[config.mk]
export PLATFORM = sky130hd
export DESIGN_NAME = inst_fetch
export DESIGN_NICKNAME = d
export VERILOG_FILES = /design/src/rtl/inst_fetch.sv
export SDC_FILE = /design/constraint.sdc
export NUM_CORES = 1
export LEC_CHECK = 0
export BUFFER_PORTS_ARGS = -buffer_cell sky130_fd_sc_hd__buf_2
export CAP_MARGIN = 20
export CORE_ASPECT_RATIO = 1.1
export CORE_UTILIZATION = 61
export DETAILED_ROUTE_END_ITERATION = 12
export GPL_TIMING_DRIVEN = 0
export PLACE_DENSITY = 0.92
export SLEW_MARGIN = 20
export SYNTH_ARGS = -nofsm -noshare
export SYNTH_HDL_FRONTEND = slang
export SYNTH_SLANG_ARGS = --single-unit
[constraint.sdc]
create_clock -name i_clk -period 7.4 [get_ports i_clk]
set_input_delay 1.11 -clock i_clk [delete_from_list [all_inputs] [get_ports i_clk]]
set_output_delay 1.11 -clock i_clk [all_outputs]
set_load 0.05 [all_outputs]
[src/rtl/inst_fetch.sv]
// -----------------------------------------------------------------------------
// inst_fetch -- fetch stage of the cotm32 core
//
// Owns the fetch PC, issues word reads to instruction memory and buffers the
// returned words in a small in-order FIFO. The FIFO head is presented to decode
// as {o_inst, o_pc} over a valid/ready handshake. A redirect flushes buffered
// words, discards every response still in flight and restarts at the target.
//
// Parameters
//   XLEN        data/address width
//   RESET_PC    first fetch address after reset
//   FIFO_DEPTH  instruction buffer entries (power of 2, >= 2); also the bound
//               on in-flight requests plus buffered words
//
// Ports
//   i_clk             clock, all state updates on the rising edge
//   i_rst             synchronous reset, active-high
//   o_imem_req_valid  read request valid (held until accepted)
//   i_imem_req_ready  memory accepts the request this cycle
//   o_imem_req_addr   word-aligned read address (held until accepted)
//   i_imem_rsp_valid  read data valid, in order, >= 1 cycle after acceptance
//   i_imem_rsp_data   read data (instruction word)
//   i_redirect        redirect fetch (taken branch / jal / jalr / trap)
//   i_redirect_pc     redirect target
//   o_valid           o_inst/o_pc hold a valid instruction
//   i_ready           decode consumes the head entry when o_valid && i_ready
//   o_inst            instruction word at the FIFO head
//   o_pc              address of o_inst
//   o_misalign        present only when COTM32_IF_MISALIGN_EN is defined:
//                     head entry is a nop standing in for a misaligned target
//
// Build option
//   COTM32_IF_MISALIGN_EN  when defined, a redirect to a target with nonzero
//   bits[1:0] issues no fetch; it queues a single nop entry carrying the raw
//   target and o_misalign=1, and fetching stalls until the next redirect.
//   When undefined, target bits[1:0] are cleared and fetch proceeds normally.
// -----------------------------------------------------------------------------
module inst_fetch #(
  parameter int              XLEN       = 32,
  parameter logic [XLEN-1:0] RESET_PC   = 32'h0000_0000,
  parameter int              FIFO_DEPTH = 2
) (
  input  logic            i_clk,
  input  logic            i_rst,
  output logic            o_imem_req_valid,
  input  logic            i_imem_req_ready,
  output logic [XLEN-1:0] o_imem_req_addr,
  input  logic            i_imem_rsp_valid,
  input  logic [XLEN-1:0] i_imem_rsp_data,
  input  logic            i_redirect,
  input  logic [XLEN-1:0] i_redirect_pc,
  output logic            o_valid,
  input  logic            i_ready,
  output logic [XLEN-1:0] o_inst,
  output logic [XLEN-1:0] o_pc
`ifdef COTM32_IF_MISALIGN_EN
  ,
  output logic            o_misalign
`endif
);

  localparam int PW = (FIFO_DEPTH > 1) ? $clog2(FIFO_DEPTH) : 1;  // pointer width
  localparam int CW = $clog2(FIFO_DEPTH + 1);                      // holds 0..DEPTH
  localparam int SW = CW + 1;                                      // holds a sum of two counts

  // ---------------------------------------------------------------------------
  // State
  // ---------------------------------------------------------------------------
  logic [XLEN-1:0] fetch_pc_reg, fetch_pc_next;   // address of the next request to launch
  logic            req_valid_reg, req_valid_next;
  logic [XLEN-1:0] req_addr_reg, req_addr_next;
  logic            stale_reg, stale_next;         // pending request predates a redirect
  logic [CW-1:0]   inflight_reg, inflight_next;   // accepted, response not yet seen
  logic [CW-1:0]   drop_reg, drop_next;           // in-flight responses still to discard
  logic [XLEN-1:0] rsp_pc_reg, rsp_pc_next;       // pc of the next kept response
  logic [CW-1:0]   count_reg, count_next;
  logic [PW-1:0]   rd_ptr_reg, rd_ptr_next;
  logic [PW-1:0]   wr_ptr_reg, wr_ptr_next;

  // ---------------------------------------------------------------------------
  // Per-cycle events
  // ---------------------------------------------------------------------------
  logic            accept;
  logic            hold;
  logic            rsp;
  logic            rsp_drop;
  logic            push_rsp;
  logic            pop;
  logic            load_nop;
  logic            stall_next;
  logic            launch;
  logic [XLEN-1:0] target_aligned;
  logic [XLEN-1:0] pc_base;
  logic [SW-1:0]   credit_used;
  logic [XLEN-1:0] wr_inst;
  logic [XLEN-1:0] wr_pc;

  assign accept = req_valid_reg && i_imem_req_ready;
  assign hold   = req_valid_reg && !i_imem_req_ready;

  // A response with nothing outstanding is a protocol error; ignoring it keeps
  // the in-flight and drop counters from wrapping.
  assign rsp = i_imem_rsp_valid && (inflight_reg != '0);

  // Responses landing in a redirect cycle belong to the old stream.
  assign rsp_drop = rsp && (i_redirect || (drop_reg != '0));
  assign push_rsp = rsp && !rsp_drop;

  // A pop in a redirect cycle is not an accepted instruction.
  assign pop = (count_reg != '0) && i_ready && !i_redirect;

  // Masking (rather than slicing) keeps every target bit in use in both builds.
  assign target_aligned = i_redirect_pc & ~XLEN'(3);
  assign pc_base        = i_redirect ? target_aligned : fetch_pc_reg;

`ifdef COTM32_IF_MISALIGN_EN
  localparam logic [XLEN-1:0] NOP_INST = XLEN'(32'h0000_0013);

  logic stall_reg;

  assign load_nop   = i_redirect && (i_redirect_pc[1:0] != 2'b00);
  assign stall_next = i_redirect ? load_nop : stall_reg;
  assign wr_inst    = load_nop ? NOP_INST : i_imem_rsp_data;
  assign wr_pc      = load_nop ? i_redirect_pc : rsp_pc_reg;
`else
  assign load_nop   = 1'b0;
  assign stall_next = 1'b0;
  assign wr_inst    = i_imem_rsp_data;
  assign wr_pc      = rsp_pc_reg;
`endif

  // ---------------------------------------------------------------------------
  // In-flight and drop accounting
  // ---------------------------------------------------------------------------
  always_comb begin
    inflight_next = inflight_reg + CW'(accept) - CW'(rsp);

    drop_next = drop_reg;
    if (i_redirect) begin
      // Everything still outstanding after this edge is stale, including a
      // request accepted this cycle; a response this cycle is already gone.
      drop_next = inflight_next;
    end else begin
      if (rsp && (drop_reg != '0)) begin
        drop_next = drop_next - CW'(1);
      end
      // A request held across a redirect carries the old address, so its
      // response joins the discard count once it is finally accepted.
      if (accept && stale_reg) begin
        drop_next = drop_next + CW'(1);
      end
    end

    stale_next = stale_reg;
    if (i_redirect) begin
      stale_next = hold;
    end else if (accept) begin
      stale_next = 1'b0;
    end

    rsp_pc_next = rsp_pc_reg;
    if (i_redirect) begin
      rsp_pc_next = target_aligned;
    end else if (push_rsp) begin
      rsp_pc_next = rsp_pc_reg + XLEN'(4);
    end
  end

  // ---------------------------------------------------------------------------
  // FIFO pointers and occupancy
  // ---------------------------------------------------------------------------
  always_comb begin
    count_next  = count_reg;
    rd_ptr_next = rd_ptr_reg;
    wr_ptr_next = wr_ptr_reg;
    if (i_redirect) begin
      count_next  = '0;
      rd_ptr_next = '0;
      wr_ptr_next = '0;
      if (load_nop) begin
        // The stand-in nop is the only entry after a misaligned redirect.
        count_next  = CW'(1);
        wr_ptr_next = PW'(1);
      end
    end else begin
      count_next  = count_reg + CW'(push_rsp) - CW'(pop);
      rd_ptr_next = rd_ptr_reg + PW'(pop);
      wr_ptr_next = wr_ptr_reg + PW'(push_rsp);
    end
  end

  // ---------------------------------------------------------------------------
  // Request issue
  // ---------------------------------------------------------------------------
  // Credit: a new request may go out only while in-flight plus buffered words
  // stay below the FIFO depth, so every response always has a slot. The
  // credit is evaluated on next-cycle counts, which makes the registered
  // request valid equal to the credit rule on the cycle it is visible.
  assign credit_used = SW'(inflight_next) + SW'(count_next);
  assign launch      = !hold && (credit_used < SW'(FIFO_DEPTH)) && !stall_next;

  always_comb begin
    req_valid_next = hold || launch;
    req_addr_next  = req_addr_reg;
    fetch_pc_next  = pc_base;
    if (launch) begin
      req_addr_next = pc_base;
      fetch_pc_next = pc_base + XLEN'(4);
    end
  end

  // ---------------------------------------------------------------------------
  // Sequential state
  // ---------------------------------------------------------------------------
  always_ff @(posedge i_clk) begin
    if (i_rst) begin
      fetch_pc_reg  <= RESET_PC;
      req_valid_reg <= 1'b0;
      req_addr_reg  <= RESET_PC;
      stale_reg     <= 1'b0;
      inflight_reg  <= '0;
      drop_reg      <= '0;
      rsp_pc_reg    <= RESET_PC;
      count_reg     <= '0;
      rd_ptr_reg    <= '0;
      wr_ptr_reg    <= '0;
    end else begin
      fetch_pc_reg  <= fetch_pc_next;
      req_valid_reg <= req_valid_next;
      req_addr_reg  <= req_addr_next;
      stale_reg     <= stale_next;
      inflight_reg  <= inflight_next;
      drop_reg      <= drop_next;
      rsp_pc_reg    <= rsp_pc_next;
      count_reg     <= count_next;
      rd_ptr_reg    <= rd_ptr_next;
      wr_ptr_reg    <= wr_ptr_next;
    end
  end

`ifdef COTM32_IF_MISALIGN_EN
  always_ff @(posedge i_clk) begin
    if (i_rst) begin
      stall_reg <= 1'b0;
    end else begin
      stall_reg <= stall_next;
    end
  end
`endif

  // ---------------------------------------------------------------------------
  // FIFO storage: one register slot per entry. Data needs no reset because
  // the outputs are gated by occupancy.
  // ---------------------------------------------------------------------------
  logic [XLEN-1:0] entry_inst [FIFO_DEPTH];
  logic [XLEN-1:0] entry_pc   [FIFO_DEPTH];
`ifdef COTM32_IF_MISALIGN_EN
  logic            entry_mis  [FIFO_DEPTH];
`endif

  genvar gi;
  generate
    for (gi = 0; gi < FIFO_DEPTH; gi++) begin : g_entry
      logic            wr_en;
      logic [XLEN-1:0] inst_q;
      logic [XLEN-1:0] pc_q;

      // The nop always lands in slot 0 because a redirect rewinds the pointers.
      assign wr_en = (push_rsp && (wr_ptr_reg == PW'(gi))) || (load_nop && (gi == 0));

      always_ff @(posedge i_clk) begin
        if (wr_en) begin
          inst_q <= wr_inst;
          pc_q   <= wr_pc;
        end
      end

      assign entry_inst[gi] = inst_q;
      assign entry_pc[gi]   = pc_q;

`ifdef COTM32_IF_MISALIGN_EN
      logic mis_q;

      always_ff @(posedge i_clk) begin
        if (wr_en) begin
          mis_q <= load_nop;
        end
      end

      assign entry_mis[gi] = mis_q;
`endif
    end
  endgenerate

  // ---------------------------------------------------------------------------
  // Outputs
  // ---------------------------------------------------------------------------
  assign o_imem_req_valid = req_valid_reg;
  assign o_imem_req_addr  = req_addr_reg;
  assign o_valid          = (count_reg != '0);
  assign o_inst           = o_valid ? entry_inst[rd_ptr_reg] : '0;
  assign o_pc             = o_valid ? entry_pc[rd_ptr_reg]   : '0;
`ifdef COTM32_IF_MISALIGN_EN
  assign o_misalign       = o_valid && entry_mis[rd_ptr_reg];
`endif

endmodule

==> impl_metrics.toml <==
[outcome]
status = "finished clean"

[synth]
synth_seq_cells = 228
synth_top_flop_cell = "edfxtp_1"
netlist_instances = 891
synthArstFlopShare = 0
synth_area_um2 = 9960
ys_types = 59
synth-compound-area-share = 0.0884
ys_seq_area_frac = 0.583
synth_xor_area_frac = 0.0352
syn_area_per_cell_um2 = 11.2
synth_edf_count = 124
synthMuxAreaShare = 0.0930
ys_warn_count = 0
synth-simple-area-share = 0.157
synth_adder_area_share = 0.0133
synth_top_family_by_area = "simple AND/OR/NAND/NOR gates"

[timing]
hold_violations = 0
rsz0062_at_grt = "no"
fin_hold_ws_ps = 483
skew_ps = 13.6
drv_slew = 0
worstMarginPinSlew_ps = 1000
finalCriticalPeriod_ps = 6300
finalCritPeriodShare = 0.852
setup_viol = 0
setup_tns_ps = 0
fmax_mhz = 159
slew_headroom = 0.330

[critical_path]
path_delay_family = "buffers and inverters"
slowest_stage = "a2111oi_1"
crit_required_ps = 7830
worstSetupStartpointType = "primary input"
cp_slowest_stage_delay_ps = 630
endpoint_kind = "register"
path_buf_inv = 8
path_cells = "buf_2 -> buf_2 -> buf_4 -> buf_2 -> clkbuf_1 -> buf_1 -> nor2_1 -> ha_1 -> inv_1 -> ha_1 -> xor2_1 -> xnor2_1 -> nor2_1 -> fa_1 -> or2_2 -> a2111oi_1 -> nand4_1 -> buf_2 -> nor4_1 -> mux2i_1"
crit_start = "i_redirect"
cp.arrival_ps = 6730
cpMostUsedCell = "buf_2"
crit_type = "in2reg"
cp_max_fo = 10
r2r_start = "count_reg[1]$_SDFF_PP0_"

[floorplanning]
core_um2 = 15900
die_h_um = 136
ios = 168
dieArea_um2 = 16800
rows = 48
die_x_um = 124
start_util = 0.628

[layout]
n_antenna_cell = 0
area_growth_pct = 18.5
top_regs = "g_entry.inst_q: 64 flops, g_entry.pc_q: 60 flops"
drive_gt1_frac = 0.201
layout.nets = 1160
largest_reg_flops = 64
nFillCells = 1039
top_register = "g_entry.inst_q"

[route]
firstDrtPassIters = 5
wl_per_cell_um = 19.3
drt-initial-drc-count = 695
vias = 7901
ant_nets = 0
wirelength_um = 25100
vias_per_cell = 6.10
drc = 0

[clocking]
post_cts_buffers = 0
cts_hold_buf = 0
cts_buffers = 22
root_buffer = "clkbuf_16"
cts_tree = "yes"
clockBufferDepth = 3
clock_latency_ps = 500
clk_pin_slew_ps = 60
clkSinkCount = 228
cts-htree-levels = 1
postCtsResizedCells = 0

[run]
maxCapViolations = 0

[hold_path]
min_from = "o_imem_req_addr[0]$_SDFFE_PP0P_"
holdCritPathClass = "reg2reg"

[grt]
grt_use_total = 0.296
grt_pass1_vias = 7548
grt_pass1_wl_um = 38500
grt-ovfl-total = 0
antenna_found_initial = 0
grt_max_degree = 41

[power]
p_leak_nw = 4.51
peakVddDrop_mv = 0.368
p_per_area_nw_per_um2 = 327

[placement]
portBuffers = 162
hpwl_um = 17400
routabilityCongestion = 0.895
## logic make-up (layout without fill, tap and decap cells)
group / after synthesis / in the layout
fa+ha+maj: 10 / 10
buf+inv: 75 / 279
flops: 228 / 228
compound gates: 123 / 123
mux: 92 / 92
other cells: 1 / 2
xor+xnor: 40 / 40
simple gates: 322 / 322
## layout make-up
class / count / area [um^2] / share of cell area
buffer: 55 / 225 / 0.0191
clock buffer: 36 / 687 / 0.0582
clock inverter: 4 / 26.3 / 0.00223
inverter: 20 / 75.1 / 0.00636
multi-input combinational: 589 / 3880 / 0.329
sequential: 228 / 5810 / 0.492
tap: 200 / 250 / 0.0212
timing repair buffer: 164 / 851 / 0.0721
## path summary, 6_finish.rpt
check	to	slack [ps]	cells after the start
worst max-delay path	fetch_pc_reg[26]$_SDFF_PP0_	1100	20
worst min-delay path	o_imem_req_addr[0]$_SDFFE_PP0P_	480	1
worst max register to register	fetch_pc_reg[26]$_SDFF_PP0_	2330	17
worst min register to register	o_imem_req_addr[0]$_SDFFE_PP0P_	480	1
## placed cells by master (no fill, tap or decap), types with 4 or more instances in the layout
cell and n:
a211oi_1 44, a21boi_0 8, a21oi_1 18, a311oi_1 9, and2_1 4, and3_1 13
and4_1 5, buf_1 5, buf_2 168, clkbuf_1 48, clkbuf_16 24, clkbuf_8 4
dfxtp_1 104, edfxtp_1 124, ha_1 7, inv_1 20, mux2_2 4, mux2i_1 88
nand2_1 40, nand3_1 19, nand4_1 12, nor2_1 144, nor2b_1 9, nor3_1 27
nor4_1 13, o21a_1 6, o21ai_0 11, or2_2 6, or3_1 8, or4_1 5
xnor2_1 33, xor2_1 7
## cells in the mapped netlist, types with 5 or more instances
| master | count | share of area |
|---|---|---|
| ha_1 | 9 | 0.011 |
| clkbuf_1 | 41 | 0.015 |
| edfxtp_1 | 124 | 0.37 |
| or2_2 | 6 | 0.0038 |
| o21ai_0 | 11 | 0.0055 |
| buf_1 | 5 | 0.0019 |
| buf_2 | 6 | 0.0030 |
| o21a_1 | 6 | 0.0045 |
| nand4_1 | 12 | 0.0075 |
| inv_1 | 20 | 0.0075 |
| or3_1 | 8 | 0.0050 |
| a311oi_1 | 9 | 0.0079 |
| a211oi_1 | 44 | 0.033 |
| nor4_1 | 13 | 0.0082 |
| xor2_1 | 7 | 0.0062 |
| nor2_1 | 144 | 0.054 |
| and3_1 | 13 | 0.0082 |
| nor2b_1 | 9 | 0.0057 |
| xnor2_1 | 33 | 0.029 |
| nand2_1 | 40 | 0.015 |
| nor3_1 | 27 | 0.014 |
| a21oi_1 | 18 | 0.0090 |
| nand3_1 | 19 | 0.0095 |
| mux2i_1 | 88 | 0.088 |
| and4_1 | 5 | 0.0044 |
| dfxtp_1 | 104 | 0.21 |
| or4_1 | 5 | 0.0038 |
| a21boi_0 | 8 | 0.0060 |
## metal layers
layer,share of wire,global-route usage,up-vias
li1,-,-,3637
met1,0.39,0.365,3720
met2,0.48,0.505,460
met3,0.097,0.0520,84
met4,0.038,0.133,0
met5,0,0,-
## where the power goes
group	internal [mW]	total (mW)	switching, mW
Sequential	1.51	1.61	0.0998
Combinational	0.303	1.15	0.847
Clock	0.637	1.09	0.458
Total	2.45	3.86	1.41
## metrics by stage
stage / power (mW) / utilization / worst slack, ps / std cells / area, um^2
4_1_cts: 3.85 / 0.744 / 1260 / 1296 / 11800
3_3_place_gp: 2.73 / 0.695 / 896 / 1254 / 11000
6_report: 3.86 / 0.744 / 1100 / 1296 / 11800
3_5_place_dp: 2.77 / 0.699 / 805 / 1256 / 11100
5_1_grt: 4.01 / 0.744 / 850 / 1296 / 11800
2_1_floorplan: 2.45 / - / 2140 / 892 / 9960
Power figures use the tool's default switching activity.
